$ cat src/rtl/exmem_dmem_ctrl_if.sv
// Bundle of EX/MEM-side controls, the data-memory req/ack port and MEM/WB-side results.
// The controller connects through the slave modport; the pipeline/memory side uses master.
interface exmem_dmem_ctrl_if #(
    parameter int ADDR_W = 32,
    parameter int DATA_W = 32
);
    // EX/MEM register contents
    logic              mem_read;
    logic              mem_write;
    logic [31:0]       alu_res;
    logic [DATA_W-1:0] rs2;

    // Data-memory port. dmem_req rises together with a latched dmem_addr/dmem_we/dmem_wdata
    // and holds all three stable until a rising edge at which dmem_ack is high; that edge
    // completes the transfer (dmem_rdata is taken at it for reads) and dmem_req drops.
    // dmem_ack seen while dmem_req is low carries no meaning and is ignored.
    logic              dmem_ack;
    logic [DATA_W-1:0] dmem_rdata;
    logic              dmem_req;
    logic              dmem_we;
    logic [ADDR_W-1:0] dmem_addr;
    logic [DATA_W-1:0] dmem_wdata;

    // MEM/WB results and pipeline control
    logic [DATA_W-1:0] rdata;
    logic              rdata_valid;
    logic              stall;
    logic              misalign;
    logic              bus_err;

    modport slave (
        input  mem_read, mem_write, alu_res, rs2, dmem_ack, dmem_rdata,
        output dmem_req, dmem_we, dmem_addr, dmem_wdata,
        output rdata, rdata_valid, stall, misalign, bus_err
    );

    modport master (
        output mem_read, mem_write, alu_res, rs2, dmem_ack, dmem_rdata,
        input  dmem_req, dmem_we, dmem_addr, dmem_wdata,
        input  rdata, rdata_valid, stall, misalign, bus_err
    );
endinterface

$ cat src/rtl/exmem_dmem_ctrl.sv
// Data-memory access sequencer for the EX/MEM instruction: IDLE -> REQ -> DONE, with
// pipeline stall, misalignment rejection and a saturating request timeout.
module exmem_dmem_ctrl #(
    parameter int ADDR_W  = 32,
    parameter int DATA_W  = 32,
    parameter int TIMEOUT = 15
) (
    input  logic                clock_i,
    input  logic                reset_i,
    exmem_dmem_ctrl_if.slave    bus,
    output logic [1:0]          state_o
);
    localparam int CNT_W = $clog2(TIMEOUT + 1);
    localparam logic [CNT_W-1:0] CNT_LAST = CNT_W'(TIMEOUT - 1);

    typedef enum logic [1:0] {
        S_IDLE = 2'd0,
        S_REQ  = 2'd1,
        S_DONE = 2'd2
    } state_e;

    state_e            state_q;
    logic [CNT_W-1:0]  cnt_q;
    logic              req_q;
    logic              we_q;
    logic [ADDR_W-1:0] addr_q;
    logic [DATA_W-1:0] wdata_q;
    logic [DATA_W-1:0] rdata_q;
    logic              rvalid_q;
    logic              misalign_q;
    logic              bus_err_q;

    logic acc;
    logic aligned;
    logic start;

    always_comb begin
        acc     = bus.mem_read | bus.mem_write;
        aligned = (bus.alu_res[1:0] == 2'b00);
        // Reset gates the detect stall so every output reads 0 while reset is held.
        start   = (state_q == S_IDLE) && acc && aligned && !reset_i;
    end

    always_ff @(posedge clock_i) begin
        if (reset_i) begin
            state_q    <= S_IDLE;
            cnt_q      <= '0;
            req_q      <= 1'b0;
            we_q       <= 1'b0;
            addr_q     <= '0;
            wdata_q    <= '0;
            rdata_q    <= '0;
            rvalid_q   <= 1'b0;
            misalign_q <= 1'b0;
            bus_err_q  <= 1'b0;
        end else begin
            rvalid_q   <= 1'b0;
            misalign_q <= 1'b0;
            bus_err_q  <= 1'b0;
            case (state_q)
                S_IDLE: begin
                    if (start) begin
                        addr_q  <= bus.alu_res[ADDR_W-1:0];
                        wdata_q <= bus.rs2;
                        we_q    <= bus.mem_write;
                        cnt_q   <= '0;
                        req_q   <= 1'b1;
                        state_q <= S_REQ;
                    end else if (acc) begin
                        misalign_q <= 1'b1;
                    end
                end
                S_REQ: begin
                    if (bus.dmem_ack) begin
                        req_q   <= 1'b0;
                        state_q <= S_DONE;
                        if (!we_q) begin
                            rdata_q  <= bus.dmem_rdata;
                            rvalid_q <= 1'b1;
                        end
                    end else if (cnt_q == CNT_LAST) begin
                        req_q     <= 1'b0;
                        bus_err_q <= 1'b1;
                        state_q   <= S_DONE;
                    end else begin
                        // Only reached below CNT_LAST, so the counter can never wrap.
                        cnt_q <= cnt_q + 1'b1;
                    end
                end
                S_DONE: begin
                    state_q <= S_IDLE;
                end
                default: begin
                    state_q <= S_IDLE;
                end
            endcase
        end
    end

    assign bus.stall       = start || (state_q == S_REQ);
    assign bus.dmem_req    = req_q;
    assign bus.dmem_we     = we_q;
    assign bus.dmem_addr   = addr_q;
    assign bus.dmem_wdata  = wdata_q;
    assign bus.rdata       = rdata_q;
    assign bus.rdata_valid = rvalid_q;
    assign bus.misalign    = misalign_q;
    assign bus.bus_err     = bus_err_q;
    assign state_o         = state_q;
endmodule

$ cat src/flat_wrapper.sv
// flat-port wrapper written by rule: the top's interface ports become plain ports
module exmem_dmem_ctrl_flat 
#(
    parameter int ADDR_W  = 32,
    parameter int DATA_W  = 32,
    parameter int TIMEOUT = 15
)
  (clock_i, reset_i, state_o, bus_mem_read, bus_mem_write, bus_alu_res, bus_rs2, bus_dmem_ack, bus_dmem_rdata, bus_dmem_req, bus_dmem_we, bus_dmem_addr, bus_dmem_wdata, bus_rdata, bus_rdata_valid, bus_stall, bus_misalign, bus_bus_err);
  exmem_dmem_ctrl_if #(.ADDR_W(ADDR_W), .DATA_W(DATA_W)) bus_i ();
  input  logic clock_i;
  input  logic reset_i;
  output logic [1:0] state_o;
  input wire logic [$bits(bus_i.mem_read)-1:0] bus_mem_read;
  input wire logic [$bits(bus_i.mem_write)-1:0] bus_mem_write;
  input wire logic [$bits(bus_i.alu_res)-1:0] bus_alu_res;
  input wire logic [$bits(bus_i.rs2)-1:0] bus_rs2;
  input wire logic [$bits(bus_i.dmem_ack)-1:0] bus_dmem_ack;
  input wire logic [$bits(bus_i.dmem_rdata)-1:0] bus_dmem_rdata;
  output wire logic [$bits(bus_i.dmem_req)-1:0] bus_dmem_req;
  output wire logic [$bits(bus_i.dmem_we)-1:0] bus_dmem_we;
  output wire logic [$bits(bus_i.dmem_addr)-1:0] bus_dmem_addr;
  output wire logic [$bits(bus_i.dmem_wdata)-1:0] bus_dmem_wdata;
  output wire logic [$bits(bus_i.rdata)-1:0] bus_rdata;
  output wire logic [$bits(bus_i.rdata_valid)-1:0] bus_rdata_valid;
  output wire logic [$bits(bus_i.stall)-1:0] bus_stall;
  output wire logic [$bits(bus_i.misalign)-1:0] bus_misalign;
  output wire logic [$bits(bus_i.bus_err)-1:0] bus_bus_err;
  assign bus_i.mem_read = bus_mem_read;
  assign bus_i.mem_write = bus_mem_write;
  assign bus_i.alu_res = bus_alu_res;
  assign bus_i.rs2 = bus_rs2;
  assign bus_i.dmem_ack = bus_dmem_ack;
  assign bus_i.dmem_rdata = bus_dmem_rdata;
  assign bus_dmem_req = bus_i.dmem_req;
  assign bus_dmem_we = bus_i.dmem_we;
  assign bus_dmem_addr = bus_i.dmem_addr;
  assign bus_dmem_wdata = bus_i.dmem_wdata;
  assign bus_rdata = bus_i.rdata;
  assign bus_rdata_valid = bus_i.rdata_valid;
  assign bus_stall = bus_i.stall;
  assign bus_misalign = bus_i.misalign;
  assign bus_bus_err = bus_i.bus_err;
  exmem_dmem_ctrl #(.ADDR_W(ADDR_W), .DATA_W(DATA_W), .TIMEOUT(TIMEOUT)) u_core (.clock_i(clock_i), .reset_i(reset_i), .bus(bus_i), .state_o(state_o));
endmodule
$ cat config.mk
export PLATFORM = sky130hd
export DESIGN_NAME = exmem_dmem_ctrl_flat
export DESIGN_NICKNAME = d
export VERILOG_FILES = /design/src/rtl/exmem_dmem_ctrl_if.sv /design/src/rtl/exmem_dmem_ctrl.sv /design/src/flat_wrapper.sv
export SDC_FILE = /design/constraint.sdc
export NUM_CORES = 1
export LEC_CHECK = 0
export BUFFER_PORTS_ARGS = -buffer_cell sky130_fd_sc_hd__buf_2
export CORE_MARGIN = 2
export CORE_UTILIZATION = 45
export DETAILED_ROUTE_END_ITERATION = 10
export MAX_ROUTING_LAYER = met4
export PLACE_DENSITY = 0.79
export SLEW_MARGIN = 25
export SYNTH_ARGS = -nofsm -noshare
export SYNTH_HDL_FRONTEND = slang
export SYNTH_SLANG_ARGS = --single-unit
$ cat constraint.sdc
create_clock -name clock_i -period 2.24 [get_ports clock_i]
set_clock_uncertainty 0.2 [all_clocks]
set_input_delay 0.336 -clock clock_i [delete_from_list [all_inputs] [get_ports clock_i]]
set_output_delay 0.336 -clock clock_i [all_outputs]
set_load 0.02 [all_outputs]
==> results of run 1 <==
placed cells by master, fill, tap and decap left out, types with 2 or more instances in the layout:
cell and count:
nor3_1 3, o21ai_0 4, nand2_1 66, nand3_1 65, dfxtp_1 107, clkbuf_8 9, inv_1 3, a21oi_1 98
buf_2 203, nor2_1 4, ha_1 2, dlygate4sd3_1 5, o21ai_1 60, clkbuf_1 3, buf_4 10, nor4_1 5
and3_1 3
worst max path at each step:
stage | start | endpoint | slack [ns] | depth (start not counted)
detailed placement | bus_alu_res[0] | u_core.cnt_q[2] | 0.26 | 4
CTS | u_core.state_o[1] | bus_stall | 0.05 | 5
global placement | bus_alu_res[0] | u_core.cnt_q[2] | 0.30 | 4
floorplan | u_core.state_o[1] | u_core.bus.dmem_addr[12] | 0.41 | 6
finish | u_core.state_o[0] | bus_stall | 0.14 | 4
global route | u_core.state_o[0] | bus_stall | 0.04 | 4
power groups by stage:
stage,Sequential [mW],Combinational [mW],Clock (mW)
floorplan,2.06,0.189,0
global placement,2.01,0.398,0
detailed placement,2.01,0.405,0
CTS,1.97,0.414,1.17
global route,1.97,0.450,1.25
finish,1.97,0.414,1.14
what timing repair did:
item                                   CTS  global route
setup buffers                            0             0
resized for setup                        1             0
hold buffers                             5             0
endpoints found under the hold margin    5             0
setup endpoints to repair                1             1
pin swaps                                0             1
metal layers:
layer	vias to the layer above	wire length (um)	track usage [%]
li1	2048	-	-
met1	1901	4538	26.63
met2	182	5563	36.64
met3	21	828	4.965
met4	0	225	8.325
met5	-	0	-
tightest hold or removal path, stage by stage:
cell	delay, ns
buf_2	0.09
nand2_1	0.04
a21oi_1	0.05
stage by stage:
| stage | cell area, um2 | instances | worst slack [ns] |
|---|---|---|---|
| 2_1_floorplan | 4055 | 484 | 0.4079 |
| 3_3_place_gp | 5044 | 757 | 0.2978 |
| 3_5_place_dp | 5044 | 757 | 0.2600 |
| 4_1_cts | 5289 | 778 | 0.04927 |
| 5_1_grt | 5289 | 778 | 0.03668 |
| 6_report | 5289 | 778 | 0.1394 |
flip-flops by register name, summed over array words and instances, names as in the netlist:
register and cells:
u_core.bus.bus_err 1, u_core.bus.dmem_addr 32, u_core.bus.dmem_req 1, u_core.bus.dmem_wdata 32, u_core.bus.dmem_we 1, u_core.bus.misalign 1
u_core.bus.rdata 32, u_core.bus.rdata_valid 1, u_core.cnt_q 4, u_core.state_o 2
cell usage after synthesis, drive strengths merged:
library cell and n:
buf 28, o21ba 1, nor2 4, a31oi 1
nand2 66, o31ai 1, nor3b 1, or3b 1
and4bb 1, and4 1, a21oi 98, dfxtp 107
nand3 65, o21ai 64, o21bai 1, a211oi 1
inv 3, nand4bb 1, a31o 1, or3 1
nor3 3, ha 2, nor4 6, clkbuf 21
a41o 1, or4 1, and3 3
logic make-up after synthesis:
logic type | Yosys count | synth area share (%)
simple gates | 154 | 17.96
flops | 107 | 52.82
buf+inv | 52 | 7.066
fa+ha+maj | 2 | 0.6170
compound gates | 169 | 21.54
layout make-up:
| class | instances | area, um2 | share of cell area [%] |
|---|---|---|---|
| Inverter | 3 | 11.26 | 0.2129 |
| Multi-Input combinational cell | 325 | 1653 | 31.25 |
| Clock inverter | 4 | 51.30 | 0.9700 |
| Sequential cell | 107 | 2142 | 40.50 |
| Tap cell | 108 | 135.1 | 2.555 |
| Clock buffer | 12 | 135.1 | 2.555 |
| Timing Repair Buffer | 219 | 1161 | 21.95 |
==> flow_summary.ini, run 1 <==
[power_and_ir_drop]
p_clk_share_pct = 32.4
pwr-share-comb_pct = 11.7
power.internal_mw = 2.619
p_per_area_nw_per_um2 = 666.1
peakVddDrop_v = 0.0003534
sw_frac_of_total_pct = 25.66
seqPwrFrac_pct = 55.9
p_leak_nw = 2.316
switchingPower_mw = 0.9039
total_power_mw = 3.523

[yosys]
synth_top_cell_area_share_pct = 52.82
yosysTopAreaCell = dfxtp_1
ys_seq_elements = 107
yosys-top-cells-area = dfxtp_1, a21oi_1, nand3_1, o21ai_1, nand2_1
ys_types = 31
syn_area_um2 = 4055
seq_area_frac_synth_pct = 52.82
synth_warnings = 0
syn_area_per_cell_um2 = 8.378
synthCells = 484
syn_nets = 587

[place]
numPortBuffers = 204
gp_congestion = 0.8226
dp_hpwl_mm = 7.658

[final_layout]
n_fill_cell = 780
diodes = 0
fin_util_pct = 60.65
fin_nets = 768
drive_gt1_share_pct = 35.07
syn_to_final_growth_pct = 30.42

[hold_path]
worstHoldPathType = input pin to flop
min_from = bus_dmem_rdata[10]
hold_path_depth = 3
holdPathEnd = u_core.bus.rdata[10]

[global_routing]
grt_pass1_vias = 3843
grt_max_degree = 68
antenna_found_initial = 0
grt_pass1_wl_mm = 17.46
overflow = 0
grt.total_usage_pct = 22.23

[floorplanning]
die_w_um = 98.93
ios = 205
die_h_um = 98.93
placementRows = 34
design.die.area_um2 = 9787
core_um2 = 8721
start_util_pct = 46.50

[setup_path]
reg2reg_slack_ns = 0.23
critPathMaxStageDelay_ns = 0.42
crit_slowest_cell = dfxtp_1
critPathTopFamily = simple AND/OR/NAND/NOR gates
r2r_cells = 3
r2r_start = u_core.state_o[0]
start_kind = flop
crit_chain = nor4_4 > nand2_1 > o21ai_0 > buf_2
end_kind = primary output
cp_num_buf_inv = 1
path_class = flop to primary output
cp_data_required_time_ns = 1.70
worstPathArrival_ns = 1.56
timing.rr.end = u_core.bus.dmem_wdata[6]
crit_fanout = 9

[timing]
hold_slack_ns = 0.01284
report.final.slew_viol_count = 0
finalHoldViolCount = 0
timing.fmax_mhz = 476.0
fin_crit_sh_pct = 93.78
finalSetupViolations = 0
relSlewSlack_pct = 53.41
period_minus_slack_ns = 2.101
tightest_slew_ns = 0.6988
rsz0062_at_grt = false
setup_tns_ns = 0

[route]
vias = 4152
viasPerCell = 5.337
wl_per_cell_um = 14.34
drc_errors = 0
ant_nets = 0
drt-pass1-iter-count = 5
drt-initial-drc-count = 145
drt-total-wl_mm = 11.16

[clock_tree]
clock_path_buffers = 2
clk_latency_ns = 0.36
clk_pin_slew_worst_paths_ns = 0.10
htree_levels = 3
cts-root-buf = clkbuf_8
cts_tree = built
cts_sinks = 107
cts_buffers = 9

[job]
max-cap-violations = 0

[run_status]
status = complete, no violations
Note: power is estimated with default switching activity, not from simulation.
==> inputs of run 2 (changes only) <==
GPL_ROUTABILITY_DRIVEN = 1   (was unset)
MAX_ROUTING_LAYER = unset   (was met4)
clock period = 2.25 ns   (was 2.24 ns; I/O delays follow)
==> flow_summary.ini, run 2 (synthesized netlist as in run 1, its figures left out) <==
[run_status]
status = complete, no violations

[place]
dp_hpwl_mm = 7.760
numPortBuffers = 204
gp_congestion = 0.7950
place_area_um2 = 5044

[hold_path]
min_from = bus_dmem_rdata[24]
worstHoldPathType = input pin to flop
holdPathEnd = u_core.bus.rdata[24]
hold_path_depth = 3

[global_routing]
antenna_found_initial = 0
grt_pass1_vias = 3930
grt.total_usage_pct = 22.05
overflow = 0
grt_max_degree = 68
grt_pass1_wl_mm = 17.75

[power_and_ir_drop]
switchingPower_mw = 0.9057
p_per_area_nw_per_um2 = 664.3
sw_frac_of_total_pct = 25.54
pwr-share-comb_pct = 11.8
p_clk_share_pct = 33.0
p_leak_nw = 2.334
seqPwrFrac_pct = 55.3
power.internal_mw = 2.640
peakVddDrop_v = 0.0003199

[route]
ant_nets = 0
wl_per_cell_um = 14.50
drt-initial-drc-count = 154
drc_errors = 0
vias = 4131
drt-total-wl_mm = 11.34
viasPerCell = 5.283
drt-pass1-iter-count = 4

[timing]
finalHoldViolCount = 0
relSlewSlack_pct = 54.96
tightest_slew_ns = 0.6756
period_minus_slack_ns = 2.083
timing.fmax_mhz = 480.1
report.final.slew_viol_count = 0
setup_tns_ns = 0
rsz0062_at_grt = false
finalSetupViolations = 0
fin_crit_sh_pct = 92.57

[floorplanning]
ios = 205
core_um2 = 8721
die_h_um = 98.93
die_w_um = 98.93
design.die.area_um2 = 9787
start_util_pct = 46.50
placementRows = 34

[setup_path]
end_kind = primary output
start_kind = flop
worstPathArrival_ns = 1.55
r2r_cells = 3
crit_fanout = 9
crit_chain = nor4_4 > nand2_1 > o21ai_0 > buf_2
timing.rr.end = u_core.bus.dmem_addr[11]
crit_slowest_cell = dfxtp_1
r2r_start = u_core.state_o[0]
cp_data_required_time_ns = 1.71
critPathMaxStageDelay_ns = 0.42
path_class = flop to primary output
reg2reg_slack_ns = 0.24

[final_layout]
diodes = 0
final_cell_mix = buf_2, dfxtp_1, a21oi_1, nand2_1, nand3_1
syn_to_final_growth_pct = 31.63
fin_util_pct = 61.21
stdcell_area_um2 = 5338
drive_gt1_share_pct = 35.01
layout_commonest_cell = buf_2
fin_nets = 772

[job]
max-cap-violations = 0

[clock_tree]
htree_levels = 3
clk_latency_ns = 0.34
cts_sinks = 107
cts_tree = built
clk_pin_slew_worst_paths_ns = 0.09
cts_buffers = 9
clock_path_buffers = 2
cts-root-buf = clkbuf_8
## run 2: what timing repair did
action                     CTS  global route
hold endpoints to repair     8             1
buffers inserted             0             0
hold buffers                 8             1
setup endpoints to repair    0             1
gates resized for setup      0             1
## run 2: how the worst max path moves through the flow
stage | from | to | depth (start not counted)
2_1_floorplan | u_core.state_o[1] | u_core.bus.dmem_addr[12] | 6
5_1_grt | u_core.state_o[0] | bus_stall | 4
4_1_cts | u_core.state_o[1] | bus_stall | 5
3_5_place_dp | bus_alu_res[0] | u_core.cnt_q[2] | 4
3_3_place_gp | bus_alu_res[0] | u_core.cnt_q[2] | 4
6_report | u_core.state_o[0] | bus_stall | 4
## run 2: critical path: cells and delay by family, from the launching register on
| kind | cells | cell delay, ns |
|---|---|---|
| buf+inv | 1 | 0.21 |
| flops | 1 | 0.42 |
| compound gates | 1 | 0.12 |
| simple gates | 2 | 0.46 |
## run 2: layer usage
layer | vias to the layer above | GRT usage [%] | routed length (um)
met5 | - | 0 | 0
met4 | 0 | 8.430 | 150
met3 | 14 | 5.745 | 793
met2 | 158 | 39.86 | 5884
met1 | 1901 | 24.70 | 4510
li1 | 2058 | - | -
## run 2: final cells by class
type	count	area, um2
clock buffers	12	145.1
clock inverters	4	50.05
fillers	762	3383
inverters	3	11.26
multi-input cells	325	1653
flip-flops and latches	107	2142
well taps	108	135.1
repair buffers	223	1201
## run 2: through the flow
step	total power, mW	std cells	setup slack [ns]	hold slack [ns]
6_report	3.546	782	0.1672	0.01831
5_1_grt	3.692	782	0.08877	0.002094
4_1_cts	3.572	781	0.01960	0.001315
3_5_place_dp	2.407	757	0.2786	0.2459
3_3_place_gp	2.397	757	0.3085	0.2392
2_1_floorplan	2.243	484	0.4179	0.2735
## run 2: power by group through the flow
stage	registers [mW]	logic (mW)	clock network, mW
after floorplan	2.05	0.188	0
after global placement	2.00	0.396	0
after detailed placement	2.00	0.403	0
after CTS	1.96	0.415	1.20
after global routing	1.96	0.455	1.27
final	1.96	0.418	1.17
